File: src/rtl/fwd_hazard_ctrl_pkg.sv
// Shared select encodings and operand-use constants for the hazard controller
// and its forwarding-select pickers.
package fwd_hazard_ctrl_pkg;

  localparam int SEL_W = 3;
  typedef logic [SEL_W-1:0] sel_t;

  // D-stage operand mux selects
  localparam sel_t FWD_RF = 3'd0;
  localparam sel_t FWD_E  = 3'd1;
  localparam sel_t FWD_M  = 3'd2;
  localparam sel_t FWD_W  = 3'd3;

  // E-stage operand mux selects
  localparam sel_t FWDE_REG = 3'd0;
  localparam sel_t FWDE_M   = 3'd1;
  localparam sel_t FWDE_W   = 3'd2;

  // M-stage store-data mux selects
  localparam sel_t FWDM_REG = 3'd0;
  localparam sel_t FWDM_W   = 3'd1;

  // Tuse value meaning "operand not read by this instruction"
  localparam int TUSE_NONE = 3;

endpackage

File: src/rtl/fwd_hazard_ctrl_sel_pick.sv
// Priority forwarding-select picker: index 0 is the nearest producer and wins.
// A candidate qualifies when its dst is non-zero, matches addr, and its result exists.
module fwd_sel_pick
  import fwd_hazard_ctrl_pkg::*;
#(
  parameter int RA_W = 5,
  parameter int T_W  = 2,
  parameter int N    = 3
) (
  input  logic [RA_W-1:0]         addr,
  input  logic [N-1:0][RA_W-1:0]  dst,
  input  logic [N-1:0][T_W-1:0]   tnew,
  input  sel_t [N-1:0]            code,
  output sel_t                    sel
);

  // Every stage's "no forward" encoding is zero.
  always_comb begin
    sel = '0;
    for (int i = N - 1; i >= 0; i--) begin
      if ((addr != '0) && (dst[i] == addr) && (tnew[i] == '0)) begin
        sel = code[i];
      end
    end
  end

endmodule

File: src/rtl/fwd_hazard_ctrl.sv
// Central stall/forward controller: a registered shadow of E/M/W register use
// and result timing drives the D stall and every forwarding mux select.
module fwd_hazard_ctrl
  import fwd_hazard_ctrl_pkg::*;
#(
  parameter int RA_W = 5,
  parameter int T_W  = 2
) (
  input  logic            clk,
  input  logic            reset,
  input  logic            d_valid,
  input  logic [RA_W-1:0] d_rs,
  input  logic [RA_W-1:0] d_rt,
  input  logic [T_W-1:0]  d_tuse_rs,
  input  logic [T_W-1:0]  d_tuse_rt,
  input  logic [RA_W-1:0] d_dst,
  input  logic [T_W-1:0]  d_tnew,
  input  logic            d_is_md,
  input  logic            e_md_start,
  input  logic            md_busy,
  output logic            stall,
  output logic [2:0]      frs_d,
  output logic [2:0]      frt_d,
  output logic [2:0]      frs_e,
  output logic [2:0]      frt_e,
  output logic [2:0]      frt_m
);

  localparam logic [T_W-1:0] TUSE_N = T_W'(TUSE_NONE);
  localparam logic [T_W-1:0] W_TNEW = '0;

  logic [RA_W-1:0] e_rs, e_rt, e_dst;
  logic [T_W-1:0]  e_tnew;
  logic [RA_W-1:0] m_rt, m_dst;
  logic [T_W-1:0]  m_tnew;
  logic [RA_W-1:0] w_dst;

  logic rs_haz, rt_haz, md_haz;

  always_ff @(posedge clk or negedge reset) begin
    if (!reset) begin
      e_rs   <= '0;
      e_rt   <= '0;
      e_dst  <= '0;
      e_tnew <= '0;
      m_rt   <= '0;
      m_dst  <= '0;
      m_tnew <= '0;
      w_dst  <= '0;
    end else begin
      if (stall || !d_valid) begin
        e_rs   <= '0;
        e_rt   <= '0;
        e_dst  <= '0;
        e_tnew <= '0;
      end else begin
        e_rs   <= d_rs;
        e_rt   <= d_rt;
        e_dst  <= d_dst;
        e_tnew <= d_tnew;
      end
      m_rt   <= e_rt;
      m_dst  <= e_dst;
      m_tnew <= (e_tnew == '0) ? '0 : e_tnew - T_W'(1);
      w_dst  <= m_dst;
    end
  end

  // W results always exist, so only E and M producers can stall D.
  assign rs_haz = (d_rs != '0) && (d_tuse_rs != TUSE_N) &&
                  (((d_rs == e_dst) && (e_tnew > d_tuse_rs)) ||
                   ((d_rs == m_dst) && (m_tnew > d_tuse_rs)));
  assign rt_haz = (d_rt != '0) && (d_tuse_rt != TUSE_N) &&
                  (((d_rt == e_dst) && (e_tnew > d_tuse_rt)) ||
                   ((d_rt == m_dst) && (m_tnew > d_tuse_rt)));
  assign md_haz = d_is_md && (md_busy || e_md_start);
  assign stall  = d_valid && (rs_haz || rt_haz || md_haz);

  fwd_sel_pick #(.RA_W(RA_W), .T_W(T_W), .N(3)) u_pick_rs_d (
    .addr (d_rs),
    .dst  ({w_dst, m_dst, e_dst}),
    .tnew ({W_TNEW, m_tnew, e_tnew}),
    .code ({FWD_W, FWD_M, FWD_E}),
    .sel  (frs_d)
  );

  fwd_sel_pick #(.RA_W(RA_W), .T_W(T_W), .N(3)) u_pick_rt_d (
    .addr (d_rt),
    .dst  ({w_dst, m_dst, e_dst}),
    .tnew ({W_TNEW, m_tnew, e_tnew}),
    .code ({FWD_W, FWD_M, FWD_E}),
    .sel  (frt_d)
  );

  fwd_sel_pick #(.RA_W(RA_W), .T_W(T_W), .N(2)) u_pick_rs_e (
    .addr (e_rs),
    .dst  ({w_dst, m_dst}),
    .tnew ({W_TNEW, m_tnew}),
    .code ({FWDE_W, FWDE_M}),
    .sel  (frs_e)
  );

  fwd_sel_pick #(.RA_W(RA_W), .T_W(T_W), .N(2)) u_pick_rt_e (
    .addr (e_rt),
    .dst  ({w_dst, m_dst}),
    .tnew ({W_TNEW, m_tnew}),
    .code ({FWDE_W, FWDE_M}),
    .sel  (frt_e)
  );

  fwd_sel_pick #(.RA_W(RA_W), .T_W(T_W), .N(1)) u_pick_rt_m (
    .addr (m_rt),
    .dst  (w_dst),
    .tnew (W_TNEW),
    .code (FWDM_W),
    .sel  (frt_m)
  );

endmodule
File: config.mk
export PLATFORM = sky130hd
export DESIGN_NAME = fwd_hazard_ctrl
export DESIGN_NICKNAME = d
export VERILOG_FILES = /design/src/rtl/fwd_hazard_ctrl_pkg.sv /design/src/rtl/fwd_hazard_ctrl_sel_pick.sv /design/src/rtl/fwd_hazard_ctrl.sv
export SDC_FILE = /design/constraint.sdc
export NUM_CORES = 1
export LEC_CHECK = 0
export CAP_MARGIN = 10
export CORE_UTILIZATION = 54
export DETAILED_ROUTE_END_ITERATION = 12
export GPL_ROUTABILITY_DRIVEN = 0
export PLACE_DENSITY = 0.8
export SLEW_MARGIN = 15
export SYNTH_ARGS = -nofsm -noshare
export SYNTH_HDL_FRONTEND = slang
export SYNTH_HIERARCHICAL = 1
export SYNTH_SLANG_ARGS = --single-unit
File: constraint.sdc
create_clock -name clk -period 3.3 [get_ports clk]
set_clock_uncertainty 0.05 [all_clocks]
set_input_delay 0.495 -clock clk [delete_from_list [all_inputs] [get_ports clk]]
set_output_delay 0.495 -clock clk [all_outputs]
set_load 0.1 [all_outputs]
# --- Word level (Yosys, flattened, before mapping) ---
# Index checks and enable logic that the tools add are counted.
totals:
  reg_bits: 34
  input_bits: 27
  word_cells: 87
classes:
  add_sub_neg: 1
  order_cmp: 4
  eq_ne: 17
  muxes: 16
  reduce_logical: 41
ops:
  columns: ["op", "count"]
  rows:
  - ["5-bit equality test", 15]
  - ["1-bit logical AND", 27]
  - ["5-bit nonzero test", 5]
  - ["2-bit two-way mux", 12]
  - ["5-bit two-way mux", 3]
  - ["2-bit > comparator", 4]
  - ["1-bit logical OR", 6]
  - ["2-bit logical NOT", 2]
  - ["2-bit != test (second input constant)", 2]
  - ["2-bit by 1-bit subtractor with 2-bit output (second input constant)", 1]
  - ["1-bit logical NOT", 1]
  - ["1-bit two-way mux", 1]

# --- Longest topological paths before layout ---
# Gate-level depths: netlist of the first run.
depth:
  ltp_word: 9
  depth_mapped: 8

# --- Modules after synthesis ---
# The synthesis of the first run kept the hierarchy.
modules_own_cells:
  columns: ["module", "instances", "cells_per_inst", "area_per_inst_um2", "seq_area_each_um2"]
  rows:
  - ["fwd_hazard_ctrl", 1, 137, 1567.8, 850.8]
  - ["fwd_sel_pick at u_pick_rs_d ...", 2, 41, 271.5, 0.0]
  - ["fwd_sel_pick at u_pick_rs_e ...", 2, 28, 214.0, 0.0]
  - ["fwd_sel_pick at u_pick_rt_m", 1, 12, 97.6, 0.0]

# --- Least setup slack after synthesis of the first run ---
# OpenSTA, ideal clock, no wires.
synth_path:
  path_type: "flip-flop to output port"
  start: "reg w_dst[0]"
  end: "out frt_m[0]"
  t_arrival_ps: 4053
  t_required_ps: 2755
  setup_slack_ps: -1298
  stages_incl_launch_ff: 4
  cell_sequence: "dfrtp_1 inv_1 a2111o_1 nor4b_1"
synth_between:
  elab_chain_len: 3
synth_lines:
  columns: ["item", "line_no", "rtl"]
  rows:
  - ["start, declared", "fwd_hazard_ctrl.sv:36", "logic [RA_W-1:0] w_dst;"]
  - ["start signal, assigned", "fwd_hazard_ctrl.sv:65", "w_dst <= m_dst;"]
  - ["5-bit equality test", "fwd_hazard_ctrl_sel_pick.sv:21", "if ((addr != '0) && (dst[i] == addr) && (tnew[i] == '0)) begin"]
  - ["1-bit logical AND", "fwd_hazard_ctrl_sel_pick.sv:21", null]
  - ["1-bit two-way mux", "fwd_hazard_ctrl_sel_pick.sv:21", null]
  - ["end, declared", "fwd_hazard_ctrl.sv:26", "output logic [2:0] frt_m"]
# Every way passes these cells.

# --- Final worst setup path of the first run ---
layout_path:
  start: "in d_rt[1]"
  end: "out stall"
layout_between:
  elab_chain_len: 7
  word_cells_on_any_way: 11
  cone_classes: "eq/ne (2); reduce/logical (9)"
layout_lines:
  columns: ["item", "line_no", "rtl"]
  rows:
  - ["start, declared", "fwd_hazard_ctrl.sv:13", "input logic [RA_W-1:0] d_rt,"]
  - ["5-bit equality test (on tied branches)", "fwd_hazard_ctrl.sv:74, fwd_hazard_ctrl.sv:75", null]
  - ["1-bit logical AND (on tied branches)", "fwd_hazard_ctrl.sv:74, fwd_hazard_ctrl.sv:75", null]
  - ["1-bit logical OR", "fwd_hazard_ctrl.sv:74", "(((d_rt == e_dst) && (e_tnew > d_tuse_rt)) ||"]
  - ["1-bit logical AND (*)", "fwd_hazard_ctrl.sv:73", "assign rt_haz = (d_rt != '0) && (d_tuse_rt != TUSE_N) &&"]
  - ["1-bit logical OR (*) (2 in a row)", "fwd_hazard_ctrl.sv:77", "assign stall = d_valid && (rs_haz || rt_haz || md_haz);"]
  - ["1-bit logical AND (*)", "fwd_hazard_ctrl.sv:77", null]
  - ["end, declared", "fwd_hazard_ctrl.sv:21", "output logic stall,"]
# Mark *: on every way between the ends. The rest lies on a longest branch, timed or not.

==> results of run 1 <==
## final timing paths
check | start | end | slack (ns)
max | d_rt[1] | stall | 0.09
max reg2reg | m_tnew[0] | e_rt[4] | 0.80
min | e_rt[4] | m_rt[4] | 0.42
max in group asynchronous | reset | w_dst[4] | 2.33
min in group asynchronous | reset | m_dst[1] | 0.55
min reg2reg | e_rt[4] | m_rt[4] | 0.42
## timing repair
action,in CTS,in global routing
resized for setup,1,5
setup buffers,0,1
setup endpoints to repair,1,4
endpoints found under the hold margin,0,0
pin swaps,0,5
## flip-flops by register name (all words and copies together), names as in the netlist
register	flops
e_dst	5
e_rs	5
e_rt	5
e_tnew	2
m_dst	5
m_rt	5
m_tnew	2
w_dst	5
## through the flow
stage	hold WS (ns)	cell area, µm²
3_3_place_gp	0.4185	3448
6_report	0.4228	3618
2_1_floorplan	0.1494	2834
5_1_grt	0.4406	3618
3_5_place_dp	0.4183	3448
4_1_cts	0.4274	3590
## synthesized netlist by cell type, drive strengths merged, types with 3 or more instances
library cell	count
inv	15
nor3	21
a21oi	5
nand3	18
nand2	14
a31oi	6
nand2b	4
ha	8
and3	6
nor4b	5
o2111ai	3
xor2	24
buf	5
nand4	15
or4	12
dfrtp	34
xnor2	44
nor2	21
mux2	6
## worst max-delay path, delay by kind of cell
kind,cells,cell delay [ns]
buf+inv,2,0.83
simple gates,2,0.65
compound gates,2,0.50
xor+xnor,1,0.17
## report_power, final
part,total [mW],internal (mW),switching [mW]
clock network,0.464,0.303,0.162
logic,0.378,0.162,0.216
registers,0.480,0.437,0.0424
total,1.32,0.902,0.420
## logic make-up (layout without fill, tap and decap cells)
family	count (synthesis)	after routing	synth area share
compound gates	24	24	0.07689
xor+xnor	68	68	0.2259
fa+ha+maj	8	8	0.03797
buf+inv	22	80	0.03749
flops	34	34	0.3227
mux	6	6	0.02563
other cells	2	43	0.002849
simple gates	123	123	0.2705
## cell type report
type / count / share of cell area
well taps: 67 / 0.02317
clock inverters: 3 / 0.01902
inverters: 15 / 0.01556
clock buffers: 5 / 0.01902
multi-input cells: 272 / 0.5277
flip-flops and latches: 34 / 0.2351
repair buffers: 57 / 0.1604
## layer usage
metal / GRT usage / up-vias / routed length, µm
li1: - / 1180 / -
met1: 0.3414 / 1123 / 2826
met2: 0.5031 / 70 / 3370
met3: 0.05345 / 10 / 303
met4: 0.1089 / 0 / 110
met5: 0 / - / 0
==> flow_summary.yaml, run 1 <==
status:
  status: "finished, violations left"
  violations: "max-slew violations"
finish:
  utilization: 0.7661
  drive_gt1_frac: 0.1943
  fill_cells: 337
  fin_cells: 453
  register_area_um2: 850.8
  area_growth_pct: 37.26
  final_common_cell: "xnor2_1"
  final_cell_mix: "xnor2_1, conb_1, dfrtp_1"
  insertedDiodeCount: 0
  nNetsFinal: 420
  multi_input_area_um2: 1909
global_routing:
  grt_pass1_wl_mm: 11.18
  antenna_found_initial: 0
  gr-total-overflow: 0
  grt_usage: 0.2841
  grt_pass1_vias: 2463
  grt_max_degree: 35
placement:
  dp_slack_ns: -0.03065
  place_inst: 444
  dp_hpwl_mm: 5.010
  io_buffers: 38
clocking:
  path_clk_slew_ns: 0.08
  cts_hold_buf: 0
  cts_tree: "built"
  cts.path.max_buffers: 2
  clk_latency_ns: 0.29
  cts.sink_count: 34
  htree_levels: 2
  cts-root-buf: "clkbuf_8"
  cts_made_buffers: 5
logic_synthesis:
  yosysTopAreaCellShare: 0.3227
  yosysSeqAreaShare: 0.3227
  postSynth.asyncResetShare: 1.000
  synth_cells: 287
  yosysWarnings: 6
  yosysTopAreaCell: "dfrtp_1"
  syn_area_um2: 2636
  syn_area_per_cell_um2: 9.186
  ys_seq_elements: 34
  synth.distinct_cells: 42
  synth_area_leaders: "dfrtp_1, xnor2_1, xor2_1, ha_1, nand4_1"
  synth_edf_count: 0
  synthFlopType: "dfrtp_1"
routing:
  route.detailed.wl_per_inst_um: 14.59
  vias_per_cell: 5.260
  firstDrtPassIters: 5
  routed_wl_mm: 6.610
  route.detailed.drc: 0
  route.vias.total: 2383
  drtIter0Drc: 115
  ant_nets: 0
sta:
  finalHoldViolCount: 0
  max-slew-margin-rel: -1.829
  max_freq_mhz: 311.8
  setup_viol: 0
  fin_ws_ns: 0.09283
  tightest_slew_ns: 4.184
  grt_setup_unrepaired: "no"
  finalCriticalPeriod_ns: 3.207
  maxSlewViolCount: 2
  tns_ns: 0
  min_period_over_period: 0.9719
pwr:
  power.density_nw_per_um2: 365.5
  power_mw: 1.322
  vdd_drop_max_mv: 0.4855
  power_leakage_nw: 1.628
setup_path:
  worstPathArrival_ns: 2.66
  max_stage_delay_ns: 0.66
  crit_type: "primary input to output port"
  crit_chain: "clkdlybuf4s50_1 > xnor2_1 > nand4_1 > or4_4 > a221oi_4 > o31a_2 > buf_12"
  crit_fanout: 6
  r2r_cells: 9
  cp-start-kind: "primary input"
  endpoint_kind: "output port"
  required_ns: 2.75
  crit_slowest_cell: "clkdlybuf4s50_1"
floorplanning:
  dieWidth_um: 71.87
  fp.dieH_um: 71.87
  initial_utilization: 0.5581
  die-area_um2: 5165
  io_pins: 43
  rows: 25
  core_area_um2: 4723
hold_path:
  hold_class: "flip-flop to flip-flop"
  whs_path_depth: 0
flow_run:
  maxCapViolations: 0
No activity file was read; power rests on OpenSTA's default activity.
==> run 2: changes to the inputs <==
--- a/config.mk
+++ b/config.mk
@@ -5,7 +5,6 @@
 export SDC_FILE = /design/constraint.sdc
 export NUM_CORES = 1
 export LEC_CHECK = 0
-export CAP_MARGIN = 10
 export CORE_UTILIZATION = 54
 export DETAILED_ROUTE_END_ITERATION = 12
 export GPL_ROUTABILITY_DRIVEN = 0
==> results of run 2 <==
The final DEF is identical to that of run 1; final timing and power are the same.
